<file path="config.mk">
export PLATFORM = sky130hd
export DESIGN_NAME = enemy_spawn_scheduler_flat
export DESIGN_NICKNAME = d
export VERILOG_FILES = /design/src/rtl/enemy_spawn_scheduler_if.sv /design/src/rtl/enemy_spawn_scheduler.sv /design/src/flat_wrapper.sv
export SDC_FILE = /design/constraint.sdc
export NUM_CORES = 1
export LEC_CHECK = 0
export BUFFER_PORTS_ARGS = -buffer_cell sky130_fd_sc_hd__buf_4
export CAP_MARGIN = 25
export CORE_ASPECT_RATIO = 1.5
export CORE_MARGIN = 2
export CORE_UTILIZATION = 55
export CTS_CLUSTER_SIZE = 40
export DETAILED_ROUTE_END_ITERATION = 8
export PLACE_DENSITY = 0.76
export SYNTH_ARGS = -nofsm -noshare
export SYNTH_HDL_FRONTEND = slang
export SYNTH_SLANG_ARGS = --single-unit
</file>
<file path="constraint.sdc">
create_clock -name clk -period 6.88 [get_ports clk]
set_input_delay 1.72 -clock clk [delete_from_list [all_inputs] [get_ports clk]]
set_output_delay 1.72 -clock clk [all_outputs]
set_load 0.005 [all_outputs]
</file>
<file path="src/rtl/enemy_spawn_scheduler_if.sv">
// Spawn request channel between the spawn scheduler (master) and the sprite logic (slave).
// valid/ready handshake; slot and lane are held stable while valid waits for ready.
interface enemy_spawn_scheduler_if;
  logic       spawn_valid;
  logic       spawn_ready;
  logic [1:0] spawn_slot;
  logic [2:0] spawn_lane;

  modport master (
    output spawn_valid,
    output spawn_slot,
    output spawn_lane,
    input  spawn_ready
  );

  modport slave (
    input  spawn_valid,
    input  spawn_slot,
    input  spawn_lane,
    output spawn_ready
  );
endinterface

</file>
<file path="src/rtl/enemy_spawn_scheduler.sv">
// Per-stage enemy spawn sequencer: owns the enemy slots, issues spawn requests on an
// interval, and accumulates the game's kill count.
module enemy_spawn_scheduler #(
  parameter int unsigned NUM_SLOTS      = 2,
  parameter int unsigned SPAWN_INTERVAL = 50,
  parameter logic [7:0]  LFSR_SEED      = 8'hA5
) (
  input  logic                 clk,
  input  logic                 rst,
  input  logic                 i_tick,
  input  logic [3:0]           i_stage,
  input  logic [NUM_SLOTS-1:0] i_kill_hit,
  output logic [NUM_SLOTS-1:0] o_slot_active,
  output logic [3:0]           o_kills,
  enemy_spawn_scheduler_if.master spawn
);

  localparam logic [7:0] IntervalLd = 8'(SPAWN_INTERVAL);

  typedef enum logic [1:0] {StIdle, StWait, StReq, StDone} state_e;

  state_e               r_state;
  logic [3:0]           r_stage_q;
  logic [7:0]           r_cnt;
  logic [7:0]           r_lfsr;
  logic [1:0]           r_spawned;
  logic [NUM_SLOTS-1:0] r_slot_active;
  logic [3:0]           r_kills;
  logic                 r_valid;
  logic [1:0]           r_slot;
  logic [2:0]           r_lane;

  logic                 w_stage_chg;
  logic                 w_combat;
  logic [1:0]           w_quota;
  logic                 w_free_any;
  logic [1:0]           w_free_idx;
  logic [NUM_SLOTS-1:0] w_kill_mask;
  logic [NUM_SLOTS-1:0] w_slot_onehot;
  logic [2:0]           w_kill_cnt;
  logic [4:0]           w_kills_sum;
  logic [3:0]           w_kills_nxt;
  logic                 w_lfsr_fb;

  function automatic logic [1:0] stage_quota(input logic [3:0] s);
    if (s >= 4'd1 && s <= 4'd4) return 2'd2;
    else if (s == 4'd5)         return 2'd1;
    else                        return 2'd0;
  endfunction

  assign w_stage_chg = (i_stage != r_stage_q);
  assign w_combat    = (i_stage >= 4'd1) && (i_stage <= 4'd5);
  assign w_quota     = stage_quota(r_stage_q);
  assign w_kill_mask = i_kill_hit & r_slot_active;
  assign w_lfsr_fb   = r_lfsr[7] ^ r_lfsr[5] ^ r_lfsr[4] ^ r_lfsr[3];

  always_comb begin
    w_free_any    = 1'b0;
    w_free_idx    = 2'd0;
    w_kill_cnt    = 3'd0;
    w_slot_onehot = '0;
    // Descending scan so the lowest free index wins.
    for (int i = NUM_SLOTS - 1; i >= 0; i--) begin
      if (!r_slot_active[i]) begin
        w_free_any = 1'b1;
        w_free_idx = 2'(i);
      end
    end
    for (int i = 0; i < NUM_SLOTS; i++) begin
      w_kill_cnt       = w_kill_cnt + {2'b00, w_kill_mask[i]};
      w_slot_onehot[i] = (r_slot == 2'(i));
    end
    w_kills_sum = {1'b0, r_kills} + {2'b00, w_kill_cnt};
    w_kills_nxt = (w_kills_sum > 5'd15) ? 4'hF : w_kills_sum[3:0];
  end

  always_ff @(posedge clk or negedge rst) begin
    if (!rst) begin
      r_state       <= StIdle;
      r_stage_q     <= 4'd0;
      r_cnt         <= IntervalLd;
      r_lfsr        <= LFSR_SEED;
      r_spawned     <= 2'd0;
      r_slot_active <= '0;
      r_kills       <= 4'd0;
      r_valid       <= 1'b0;
      r_slot        <= 2'd0;
      r_lane        <= 3'd0;
    end else begin
      r_lfsr    <= {r_lfsr[6:0], w_lfsr_fb};
      r_stage_q <= i_stage;

      if (i_stage == 4'd0)  r_kills <= 4'd0;
      else if (!w_stage_chg) r_kills <= w_kills_nxt;

      if (w_stage_chg) begin
        // A stage change aborts everything, including a pending handshake.
        r_slot_active <= '0;
        r_valid       <= 1'b0;
        r_spawned     <= 2'd0;
        r_cnt         <= IntervalLd;
        r_state       <= w_combat ? StWait : StIdle;
      end else begin
        r_slot_active <= r_slot_active & ~w_kill_mask;
        unique case (r_state)
          StWait: begin
            if (i_tick && (r_cnt != 8'd0)) r_cnt <= r_cnt - 8'd1;
            if ((r_cnt == 8'd0) && (r_spawned < w_quota) && w_free_any) begin
              r_state <= StReq;
              r_valid <= 1'b1;
              r_slot  <= w_free_idx;
              r_lane  <= r_lfsr[2:0];
            end
          end
          StReq: begin
            if (spawn.spawn_ready) begin
              r_slot_active <= (r_slot_active & ~w_kill_mask) | w_slot_onehot;
              r_valid       <= 1'b0;
              r_spawned     <= r_spawned + 2'd1;
              r_cnt         <= IntervalLd;
              r_state       <= ((r_spawned + 2'd1) == w_quota) ? StDone : StWait;
            end
          end
          default: ;
        endcase
      end
    end
  end

  assign spawn.spawn_valid = r_valid;
  assign spawn.spawn_slot  = r_slot;
  assign spawn.spawn_lane  = r_lane;
  assign o_slot_active     = r_slot_active;
  assign o_kills           = r_kills;

endmodule

</file>
<file path="src/flat_wrapper.sv">
// flat-port wrapper written by rule: the top's interface ports become plain ports
module enemy_spawn_scheduler_flat 
#(
  parameter int unsigned NUM_SLOTS      = 2,
  parameter int unsigned SPAWN_INTERVAL = 50,
  parameter logic [7:0]  LFSR_SEED      = 8'hA5
)
  (clk, rst, i_tick, i_stage, i_kill_hit, o_slot_active, o_kills, spawn_spawn_valid, spawn_spawn_slot, spawn_spawn_lane, spawn_spawn_ready);
  enemy_spawn_scheduler_if spawn_i ();
  input  logic clk;
  input  logic rst;
  input  logic i_tick;
  input  logic [3:0] i_stage;
  input  logic [NUM_SLOTS-1:0] i_kill_hit;
  output logic [NUM_SLOTS-1:0] o_slot_active;
  output logic [3:0] o_kills;
  output wire logic [$bits(spawn_i.spawn_valid)-1:0] spawn_spawn_valid;
  output wire logic [$bits(spawn_i.spawn_slot)-1:0] spawn_spawn_slot;
  output wire logic [$bits(spawn_i.spawn_lane)-1:0] spawn_spawn_lane;
  input wire logic [$bits(spawn_i.spawn_ready)-1:0] spawn_spawn_ready;
  assign spawn_spawn_valid = spawn_i.spawn_valid;
  assign spawn_spawn_slot = spawn_i.spawn_slot;
  assign spawn_spawn_lane = spawn_i.spawn_lane;
  assign spawn_i.spawn_ready = spawn_spawn_ready;
  enemy_spawn_scheduler #(.NUM_SLOTS(NUM_SLOTS), .SPAWN_INTERVAL(SPAWN_INTERVAL), .LFSR_SEED(LFSR_SEED)) u_core (.clk(clk), .rst(rst), .i_tick(i_tick), .i_stage(i_stage), .i_kill_hit(i_kill_hit), .o_slot_active(o_slot_active), .o_kills(o_kills), .spawn(spawn_i));
endmodule
</file>
# Yosys cells after proc, flatten, opt, wreduce, memory -nomap -nowiden
# Cells that the tools add are included.
# word_totals
output_inout_bits,12
wordCells,83
in_bits,10
regBits,36
# classes
n_lt_le_gt_ge,6
n_mux,29
reduce_logical,16
eq_ne,10
n_addsub,4
n_bitwise,8
# ops
operator,count
8-bit two-way mux,3
2-bit two-way mux,11
8-bit case mux with 2 select lines,1
4-bit two-way mux,3
1-bit two-way mux,9
3-bit AND reduction,3
"4-bit by 1-bit >= comparator with 1-bit output, second input constant",2
"4-bit by 3-bit less-or-equal comparator with 1-bit output, second input constant",2
8-bit logical NOT,1
8-bit nonzero test,1
"8-bit by 1-bit subtractor with 8-bit output, second input constant",1
"3-bit by 1-bit inequality test with 1-bit output, second input constant",2
4-bit by 3-bit adder with 5-bit output,1
"5-bit by 4-bit > comparator with 1-bit output, second input constant",1
1-bit logical AND,5
2-bit AND,2
"2-bit by 1-bit == test with 1-bit output, second input constant",2
"4-bit by 3-bit == test with 1-bit output, second input constant",1
4-bit logical NOT,1
4-bit inequality test,1
2-bit case mux with 2 select lines,1
2-bit nonzero test,2
"3-bit by 2-bit inequality test with 1-bit output, second input constant",1
3-bit nonzero test,1
13 further kinds,15

# Depth between registers and ports, before layout
# logic_depth
depth_word,9
depth_mapped,8
ltp_nobuf,8

# Worst setup path before layout
# Ideal clock, no wire load.
# synth_path
path_type,input-to-reg
startpoint,input port i_kill_hit[0]
endpoint,"register u_core.r_kills[2], in the netlist u_core.o_kills[2]"
path_slack_ps,3695
path_stages,6
required_ps,6794
setup_ps,86
arrival_ps,3099
path_buffers,0
cell_sequence,and2_1 ha_1 ha_1 fa_1 and4b_1 nor3_1
# synth_via
elab_chain_cells,7
# synth_lines
item,line,text
start: declaration,flat_wrapper.sv:14,input logic [NUM_SLOTS-1:0] i_kill_hit;
2-bit AND (*),enemy_spawn_scheduler.sv:54,assign w_kill_mask = i_kill_hit & r_slot_active;
1-bit by 1-bit adder with 2-bit output (*),enemy_spawn_scheduler.sv:70,"w_kill_cnt = w_kill_cnt + {2'b00, w_kill_mask[i]};"
4-bit by 3-bit adder with 5-bit output (*),enemy_spawn_scheduler.sv:73,"w_kills_sum = {1'b0, r_kills} + {2'b00, w_kill_cnt};"
5-bit by 4-bit > comparator with 1-bit output,enemy_spawn_scheduler.sv:74,w_kills_nxt = (w_kills_sum > 5'd15) ? 4'hF : w_kills_sum[3:0];
4-bit two-way mux (*),enemy_spawn_scheduler.sv:74,
4-bit two-way mux (*),enemy_spawn_scheduler.sv:94,else if (!w_stage_chg) r_kills <= w_kills_nxt;
4-bit two-way mux (*),enemy_spawn_scheduler.sv:93,if (i_stage == 4'd0) r_kills <= 4'd0;
end signal: assignment,enemy_spawn_scheduler.sv:94,
end: declaration,enemy_spawn_scheduler.sv:28,logic [3:0] r_kills;
# Mark *: on every way between the ends. The rest lies on a longest branch, timed or not. The select of a mux whose other input is x is not followed.
# A chain may end at the register's enable or synchronous reset.

# Worst setup path in the final report
# Same ends and word-level chain as after synthesis.

==> flow_summary.ini <==
[sta]
timing.hold.ws_ns = 0.356
max_freq_mhz = 316
final_hold_viol_count = 0
fin_crit_sh_pct = 46.0
period_needed_ns = 3.16
finalSetupViolCount = 0
drv_slew = 0
finalClockSkew_ns = 0.00510
rsz0062_at_grt = no
worst_slew_pin_slew_ns = 0.762
relSlewSlack_pct = 48.7
tns_ns = 0

[cts]
ctsResizeCount = 0
tritoncts = done
post_cts_buffers = 0
clkSinkCount = 35
worstSkewPairLatency_ns = 0.28
cts.reportedPaths.clkPinSlew_ns = 0.07
cts_hold_buffers = 0
clk_path_buf_depth = 2
clk_root_buffer_cell = clkbuf_8
cts_buffers = 5
cts.htree.levels = 2

[worst_setup_path]
cpMostUsedCell = ha_1
crit_fanout = 5
worst-setup-path-type = in2reg
max_stage_delay_ns = 0.45
worstPathArrival_ns = 3.36
end_kind = register
critPathSlowestCell = fa_1
required_ns = 7.07
cp_cell_sequence = buf_4 > and2_1 > ha_1 > ha_1 > fa_1 > and4b_1 > nor3_1
r2r_setup_slack_ns = 4.36
cp-start-kind = input pin

[detailed_routing]
wl_met3_um = 107
firstDrtPassIters = 4
avgViaCountPerCell = 5.67
wl_met1_mm = 1.42
top_layer = met4
routed_wl_mm = 3.59
drcViolationCount = 0
wl_per_cell_um = 16.3
vias = 1248
drt-initial-drc-count = 10
ant_nets = 0
met2WireLength_mm = 2.00

[synth]
ys_top_cells_by_count = dfrtp_1 (28), nor2_1 (14), xnor2_1 (13)
ys_seq_elements = 35
synth_top_cell_area_share_pct = 39.7
ys_seq_area_share_pct = 50.1
synth_area_leader_cell = dfrtp_1
ys_types = 45
yosysMostFrequentCell = dfrtp_1
synth_edf_count = 0
synth-async-reset-ratio_pct = 100
synthesis.nets = 176
syn-cell-area_sq_um = 1760
yosys-top-cells-area = dfrtp_1 (40%), dfstp_2 (10%), xnor2_1 (6.5%)
avgSynthCellArea_sq_um = 11.3
yosysWarningCount = 0
synth_flop_cell = dfrtp_1
synthCells = 156

[placed_design]
port_buffers = 20
hpwl_mm = 2.66
gp_congestion = 0.726

[floorplan]
dieArea_sq_um = 3690
row_count = 25
boundaryPins = 22
die_h_um = 73.4
fp.dieW_um = 50.2
start_util_pct = 57.0
coreArea_sq_um = 3100

[global_routing]
grt_overflow = 0
grt_antenna_before_repair = 0
grt_max_degree = 36
track_usage_pct = 23.0
grt_pass1_wl_mm = 6.23
grt_pass1_vias = 1301

[final_layout]
register_area_sq_um = 885
multi_input_area_sq_um = 827
final_layout_size_suffix_gt1_share_pct = 24.4
nFillCells = 246
areaGrowthSynthToFinish_pct = 18.0
num_antenna_cells = 0
nets = 199

[power]
clock_power_share_pct = 44.7
power_frac_seq_pct = 44.8
combPwrFrac_pct = 10.5
switchingPower_uw = 109
powerDensity_nw_per_um2 = 236
p_sw_share_pct = 22.3
leakagePower_uw = 0.000933
peakVddDrop_mv = 0.219
p_int_uw = 381

[flow_run]
cap_violations = 0

[outcome]
outcome = finished, final reports clean

[min_path]
hp-class = reg2reg
==> sequential cells by signal, summed over array words and instances, names as in the netlist <==
| name | cells |
|---|---|
| u_core.r_cnt | 8 |
| u_core.r_spawned | 2 |
| u_core.o_slot_active | 2 |
| u_core.spawn.spawn_valid | 1 |
| u_core.r_lfsr | 8 |
| u_core.o_kills | 4 |
| u_core.spawn.spawn_slot | 1 |
| u_core.r_stage_q | 4 |
| u_core.spawn.spawn_lane | 3 |
| u_core.r_state | 2 |
==> final timing paths <==
path                                     start                 to  depth (start not counted)
hold reg to reg               u_core.r_lfsr[6]   u_core.r_lfsr[7]                          0
max in group asynchronous                  rst   u_core.r_lfsr[5]                          1
min in group asynchronous                  rst    u_core.r_cnt[3]                          1
hold / removal                u_core.r_lfsr[6]   u_core.r_lfsr[7]                          0
setup / recovery                 i_kill_hit[0]  u_core.o_kills[2]                          7
setup reg to reg           u_core.r_stage_q[0]  u_core.r_state[1]                          7
==> cells by family (layout without fill, tap and decap cells) <==
group / count (synthesis) / count (layout) / share of synthesized area, %
fa+ha+maj: 10 / 10 / 7.52
flops: 35 / 35 / 50.1
buf+inv: 13 / 37 / 2.98
compound gates: 29 / 29 / 13.1
xor+xnor: 16 / 16 / 7.94
other cells: 1 / 1 / 0.213
mux: 6 / 6 / 3.62
simple gates: 46 / 46 / 14.5
==> final cells by class <==
cell class              instances  area share [%]
repair buffers                 20            7.21
well taps                      40            2.40
inverters                       9            1.62
clock inverters                 3            3.25
clock buffers                   5            3.31
flip-flops and latches         35            42.5
multi-input cells             108            39.7
==> worst max-delay path, delay by kind of cell <==
| family | cells | cell delay [ns] |
|---|---|---|
| AND/OR/NAND/NOR | 3 | 0.56 |
| buffers and inverters | 1 | 0.11 |
| adder cells (fa/ha/maj) | 3 | 0.96 |
==> stage by stage <==
stage,cells,setup slack (ns),total power (uW),util [%],instance area [sq um]
floorplan,156,3.70,252,-,1760
global placement,212,3.52,273,62.8,1950
detailed placement,212,3.43,276,62.8,1950
CTS,220,3.73,496,67.2,2080
global route,220,3.67,511,67.2,2080
finish,220,3.72,490,67.2,2080
==> placed cells by master, fill, tap and decap left out, drive strengths merged, types with 3 or more instances in the layout <==
master	count
buf	20
a21oi	6
mux2	3
nor2	14
a211oi	3
ha	9
clkbuf	5
mux2i	3
xor2	3
a311oi	3
nand2	5
dfrtp	28
and2	3
dfstp	7
nor2b	3
nor3	5
xnor2	13
inv	9
==> power by group through the flow <==
stage / clock, uW / combinational [uW] / sequential (uW)
finish: 219 / 51.6 / 220
global route: 232 / 58.5 / 221
CTS: 224 / 52.2 / 220
detailed placement: 0 / 52.1 / 224
global placement: 0 / 49.9 / 223
floorplan: 0 / 29.5 / 223
==> metal layers <==
layer / GRT usage (%) / vias to the layer above
li1: - / 598
met1: 26.5 / 622
met2: 41.2 / 20
met3: 4.88 / 8
met4: 8.64 / 0
met5: 0 / -
Power figures use the tool's default switching activity.
